## src/rtl/frame_gen_pkg.sv

```systemverilog
// Shared definitions for the serial frame generator: payload-source encodings
// and the maximal-length LFSR tap table.
package frame_gen_pkg;

    typedef enum logic [1:0] {
        MODE_INC     = 2'd0,
        MODE_LOAD    = 2'd1,
        MODE_PRBS    = 2'd2,
        MODE_INC_INV = 2'd3
    } mode_e;

    // Fibonacci feedback taps, bit k set means state bit k feeds the XOR.
    function automatic logic [15:0] tap_mask(input int width);
        logic [15:0] m;
        case (width)
            4:       m = 16'h000C;
            5:       m = 16'h0014;
            6:       m = 16'h0030;
            7:       m = 16'h0060;
            8:       m = 16'h00B8;
            9:       m = 16'h0110;
            10:      m = 16'h0240;
            11:      m = 16'h0500;
            12:      m = 16'h0829;
            13:      m = 16'h100D;
            14:      m = 16'h2015;
            15:      m = 16'h6000;
            16:      m = 16'hD008;
            default: m = 16'h0000;
        endcase
        return m;
    endfunction

endpackage

```

## src/rtl/prbs_lfsr.sv

```systemverilog
// Left-shifting Fibonacci LFSR; advances one state per step pulse and
// recovers from the lock-up (all-zero) state by jumping to all-ones.
module prbs_lfsr
    import frame_gen_pkg::*;
#(
    parameter int WIDTH = 10
) (
    input  logic             clk,
    input  logic             rst_n,
    input  logic             step,
    output logic [WIDTH-1:0] state
);

    localparam logic [15:0] TAPS = tap_mask(WIDTH);

    logic [WIDTH-1:0] shifted;

    assign shifted = {state[WIDTH-2:0], ^(state & TAPS[WIDTH-1:0])};

    always_ff @(posedge clk or negedge rst_n) begin
        if (!rst_n) begin
            state <= '1;
        end else if (step) begin
            state <= (shifted == '0) ? '1 : shifted;
        end
    end

endmodule

```

## src/rtl/frame_word_gen.sv

```systemverilog
// Serial frame generator: start bit, payload (optionally inverted), optional
// even parity, stop bit, shifted out LSB-first with a slow payload update.
module frame_word_gen
    import frame_gen_pkg::*;
#(
    parameter int DATA_W     = 10,
    parameter int UPDATE_DIV = 16777216,
    parameter int PARITY_EN  = 0
) (
    input  logic                                       clk,
    input  logic                                       rst_n,
    input  logic                                       en,
    input  logic [1:0]                                 mode,
    input  logic [DATA_W-1:0]                          load_val,
    output logic [DATA_W+2+PARITY_EN-1:0]              word,
    output logic                                       newres,
    output logic                                       txbit,
    output logic [$clog2(DATA_W+2+PARITY_EN)-1:0]      bitpos
);

    localparam int FRAME_W = DATA_W + 2 + PARITY_EN;
    localparam int BP_W    = $clog2(FRAME_W);
    localparam int SC_W    = (UPDATE_DIV > 1) ? $clog2(UPDATE_DIV) : 1;

    localparam logic [BP_W-1:0] LAST_POS = BP_W'(FRAME_W - 1);
    localparam logic [SC_W-1:0] LAST_CNT = SC_W'(UPDATE_DIV - 1);
    localparam logic [15:0]     TAPS     = tap_mask(DATA_W);

    mode_e             cur_mode;
    logic [SC_W-1:0]   slowcnt;
    logic [DATA_W-1:0] payload;
    logic [DATA_W-1:0] field;
    logic [DATA_W-1:0] lfsr_state;
    logic [DATA_W-1:0] lfsr_shift;
    logic [DATA_W-1:0] lfsr_nxt;
    logic              invert;
    logic              update;
    logic              lfsr_step;

    assign cur_mode  = mode_e'(mode);
    assign newres    = en && (bitpos == LAST_POS);
    assign update    = newres && (slowcnt == LAST_CNT);
    assign lfsr_step = update && (cur_mode == MODE_PRBS);
    assign field     = payload ^ {DATA_W{invert}};
    assign txbit     = en ? word[bitpos] : 1'b1;

    // The payload takes the value the LFSR moves to on this same edge.
    assign lfsr_shift = {lfsr_state[DATA_W-2:0], ^(lfsr_state & TAPS[DATA_W-1:0])};
    assign lfsr_nxt   = (lfsr_shift == '0) ? '1 : lfsr_shift;

    generate
        if (PARITY_EN != 0) begin : g_par
            assign word = {1'b1, ^field, field, 1'b0};
        end else begin : g_nopar
            assign word = {1'b1, field, 1'b0};
        end
    endgenerate

    prbs_lfsr #(
        .WIDTH (DATA_W)
    ) u_lfsr (
        .clk   (clk),
        .rst_n (rst_n),
        .step  (lfsr_step),
        .state (lfsr_state)
    );

    always_ff @(posedge clk or negedge rst_n) begin
        if (!rst_n) begin
            bitpos <= '0;
        end else if (en) begin
            bitpos <= (bitpos == LAST_POS) ? '0 : bitpos + BP_W'(1);
        end
    end

    // Everything that shapes the frame image moves only at a frame boundary.
    always_ff @(posedge clk or negedge rst_n) begin
        if (!rst_n) begin
            slowcnt <= '0;
            payload <= '0;
            invert  <= 1'b0;
        end else if (newres) begin
            slowcnt <= update ? '0 : slowcnt + SC_W'(1);
            invert  <= (cur_mode == MODE_INC_INV) ? ~invert : 1'b0;
            if (update) begin
                case (cur_mode)
                    MODE_LOAD: payload <= load_val;
                    MODE_PRBS: payload <= lfsr_nxt;
                    default:   payload <= payload + DATA_W'(1);
                endcase
            end
        end
    end

endmodule

```

## config.mk

```make
export PLATFORM = sky130hd
export DESIGN_NAME = frame_word_gen
export DESIGN_NICKNAME = d
export VERILOG_FILES = /design/src/rtl/frame_gen_pkg.sv /design/src/rtl/prbs_lfsr.sv /design/src/rtl/frame_word_gen.sv
export SDC_FILE = /design/constraint.sdc
export NUM_CORES = 1
export LEC_CHECK = 0
export ABC_AREA = 1
export BUFFER_PORTS_ARGS = -buffer_cell sky130_fd_sc_hd__buf_4
export CAP_MARGIN = 10
export CELL_PAD_IN_SITES_DETAIL_PLACEMENT = 1
export CELL_PAD_IN_SITES_GLOBAL_PLACEMENT = 1
export CORE_MARGIN = 4
export CORE_UTILIZATION = 45
export DETAILED_ROUTE_END_ITERATION = 7
export PLACE_DENSITY = 0.89
export SYNTH_ARGS = -nofsm -noshare
export SYNTH_HDL_FRONTEND = slang
export SYNTH_SLANG_ARGS = --single-unit
```

## constraint.sdc

```tcl
create_clock -name clk -period 3.29 [get_ports clk]
set_clock_uncertainty 0.2 [all_clocks]
set_input_delay 0.329 -clock clk [delete_from_list [all_inputs] [get_ports clk]]
set_output_delay 0.329 -clock clk [all_outputs]
set_load 0.02 [all_outputs]
```

==> results_dict.tcl <==
set metrics [dict create \
    status "complete, no violations" \
    crit_fanout 20 \
    die_x_um 94.8 \
    setup_viol 0 \
    cts_buffers 5 \
    dieHeight_um 94.8 \
    grt_use_met1_pct 30.1 \
    slew_viol_final 0 \
    crit_family "simple AND/OR/NAND/NOR gates" \
    post-route-period-util_pct 71.9 \
    synth_cells 468 \
    die_area_um2 8990 \
    core-area_um2 7290 \
    synth_top_area_share_pct 28.8 \
    ioPinCount 33 \
    post-cts-setup-buffer-count 0 \
    tritoncts "yes" \
    syn_to_final_growth_pct 11.4 \
    clock_sinks 49 \
    clock_latency_ns 0.32 \
    ant_nets 0 \
    fin_crit_ns 2.36 \
    drc 0 \
    grt_use_met3_pct 3.03 \
    clock_path_buffers 2 \
    drive_gt1_share_pct 19.7 \
    worstPathCellList "ha_1 -> nand3_1 -> inv_1 -> nand2_1 -> nor2_4 -> nand3_4 -> nor2_4 -> nand2_2 -> o21ai_2" \
    required_ns 3.34 \
    slew_headroom_pct 53.5 \
    setup-tns-final_ns 0 \
    io_buffers 30 \
    maxCapViolations 0 \
    ys_types 43 \
    start_util_pct 46.5 \
    p_comb_share_pct 35.0 \
    vias 3141 \
    avgSynthCellArea_um2 7.25 \
    h-tree-depth 2 \
    path_buf_inv 1 \
    synth_area_um2 3390 \
    crit_arrival_ns 2.41 \
    grt_usage_pct 22.8 \
    p_int_mw 1.24 \
    dp_hpwl_mm 7.18 \
    async_flop_share_pct 100 \
    setup_ws_ns 0.925 \
    yosysSeqAreaShare_pct 36.5 \
    cts_resized 0 \
    fin_nets 512 \
    wl_mm 9.56 \
    yosys.area.top_type "dfrtp_1" \
    yosys_warnings 0 \
    netlist_top_cells_area "dfrtp_1 (29%), nand2_1 (16%), dfstp_2 (7.7%), inv_1 (5.8%), nor2_1 (5.0%)" \
    vias_per_cell 5.31 \
    grt.overflow.total 0 \
    place.gp.congestion 0.822 \
    clkPwrFrac_pct 25.8 \
    synth_ff_type "dfrtp_1" \
    first_pass_iters 4 \
    n_antenna_cell 0 \
    cp-start-kind "register" \
    grt_max_degree 50 \
    cpMaxStageDelayCell "nor2_4" \
    slowest_delay_ns 0.57 \
    ys_ff_latch 49 \
    grt_first_pass_wirelength_mm 15.9 \
    power_frac_seq_pct 39.1 \
    cts-root-buf "clkbuf_8" \
    syn-num-nets 489 \
    finalNonFillerCells 591 \
    use_met2_pct 38.9 \
    clk_pin_slew_ns 0.10 \
    critPathCaptureType "register" \
    power.switching_mw 0.784 \
    max_freq_ghz 0.423 \
    antenna_found_initial 0 \
    place_inst 582 \
    yosysMostFrequentCell "nand2_1" \
    synthTopCellsByCount "nand2_1 (141), inv_1 (52), nor2_1 (45)" \
    worst_pin_slew_ns 0.695 \
    hold_class "in -> reg" \
    grt_pass1_vias 3187 \
    path_common_cell "nor2_4" \
    top_usage_layer "met2" \
    crit_type "reg -> reg" \
    post_drt_wl_per_cell_um 16.2 \
    swShare_pct 38.8 \
    rsz0062_at_grt "false" \
    num_rows 31 \
    ir_drop_mv 0.223 \
    postCtsHoldBufs 1 \
    p_per_area_nw_per_um2 535 \
    detailedPlace.worstSlack_ns 0.963 \
    power.leakage_nw 1.92 \
    holdWs_ns 0.0752 \
    hold_violations 0 \
    synth_edf_count 0 \
    initialDrtViolationCount 200 \
]
-- stage by stage --
stage / utilization, % / cell area, µm² / power [mW]
6_report: 51.9 / 3780 / 2.02
3_3_place_gp: 49.9 / 3640 / 1.48
4_1_cts: 51.9 / 3780 / 2.04
5_1_grt: 51.9 / 3780 / 2.15
3_5_place_dp: 49.9 / 3640 / 1.52
2_1_floorplan: - / 3390 / 1.22
-- area by class of cell --
| class | count | area, µm² |
|---|---|---|
| Sequential cell | 49 | 1240 |
| Tap cell | 99 | 124 |
| Clock buffer | 5 | 68.8 |
| Multi-Input combinational cell | 345 | 1820 |
| Timing Repair Buffer | 32 | 243 |
| Clock inverter | 3 | 65.1 |
| Inverter | 58 | 218 |
| Fill cell | 995 | 3510 |
-- power by group through the flow --
stage	sequential [mW]	combinational, mW	clock [mW]
after floorplan	0.779	0.445	0
after global placement	0.794	0.683	0
after detailed placement	0.802	0.713	0
after CTS	0.791	0.718	0.534
after global routing	0.806	0.785	0.561
final	0.791	0.708	0.522
-- logic make-up (layout without fill, tap and decap cells) --
kind of cell,Yosys count,count (layout),share of synthesized area (%)
compound gates,49,49,9.07
flops,49,49,36.5
simple gates,268,268,37.1
buf+inv,74,98,9.73
other cells,2,2,0.221
fa+ha+maj,6,6,2.21
xor+xnor,20,20,5.16
-- per-layer routing --
metal	up-vias	part of all wire [%]
met3	11	4.9
li1	1515	-
met2	71	49
met1	1544	44
met5	-	0
met4	0	1.5
-- sequential cells by signal, indices dropped and copies added (netlist names) --
register      cells
u_lfsr.state     10
invert            1
payload          10
slowcnt          24
bitpos            4
-- layout by cell type (no fill, tap or decap), drive strengths merged --
cell type | Yosys | final
buf | 11 | 31
o2111ai | 1 | 1
nand4 | 9 | 9
dlygate4sd3 | 0 | 1
o21ai | 26 | 26
nand3 | 33 | 33
dfrtp | 39 | 39
inv | 58 | 58
xor2 | 13 | 13
nor4 | 2 | 2
nand2 | 155 | 155
o211ai | 1 | 1
conb | 2 | 2
nand3b | 1 | 1
or2 | 1 | 1
xnor2 | 7 | 7
o21bai | 2 | 2
ha | 6 | 6
nor2 | 52 | 52
clkinv | 0 | 1
a31oi | 1 | 1
dfstp | 10 | 10
and3 | 2 | 2
clkbuf | 5 | 5
a21boi | 2 | 2
o211a | 1 | 1
a21oi | 14 | 14
nor3 | 13 | 13
bufinv | 0 | 2
o21a | 1 | 1
-- path summary, 6_finish.rpt --
check                           slack [ns]  depth (start not counted)              end        start
worst min-delay path                  0.08                          2        bitpos[1]           en
worst min register to register        0.30                          1      slowcnt[12]  slowcnt[12]
min in group asynchronous             0.38                          2           invert        rst_n
worst max-delay path                  0.93                          9  u_lfsr.state[8]   slowcnt[0]
worst max register to register        0.93                          9  u_lfsr.state[8]   slowcnt[0]
max in group asynchronous             2.07                          2      slowcnt[15]        rst_n
Power figures use the tool's default switching activity.
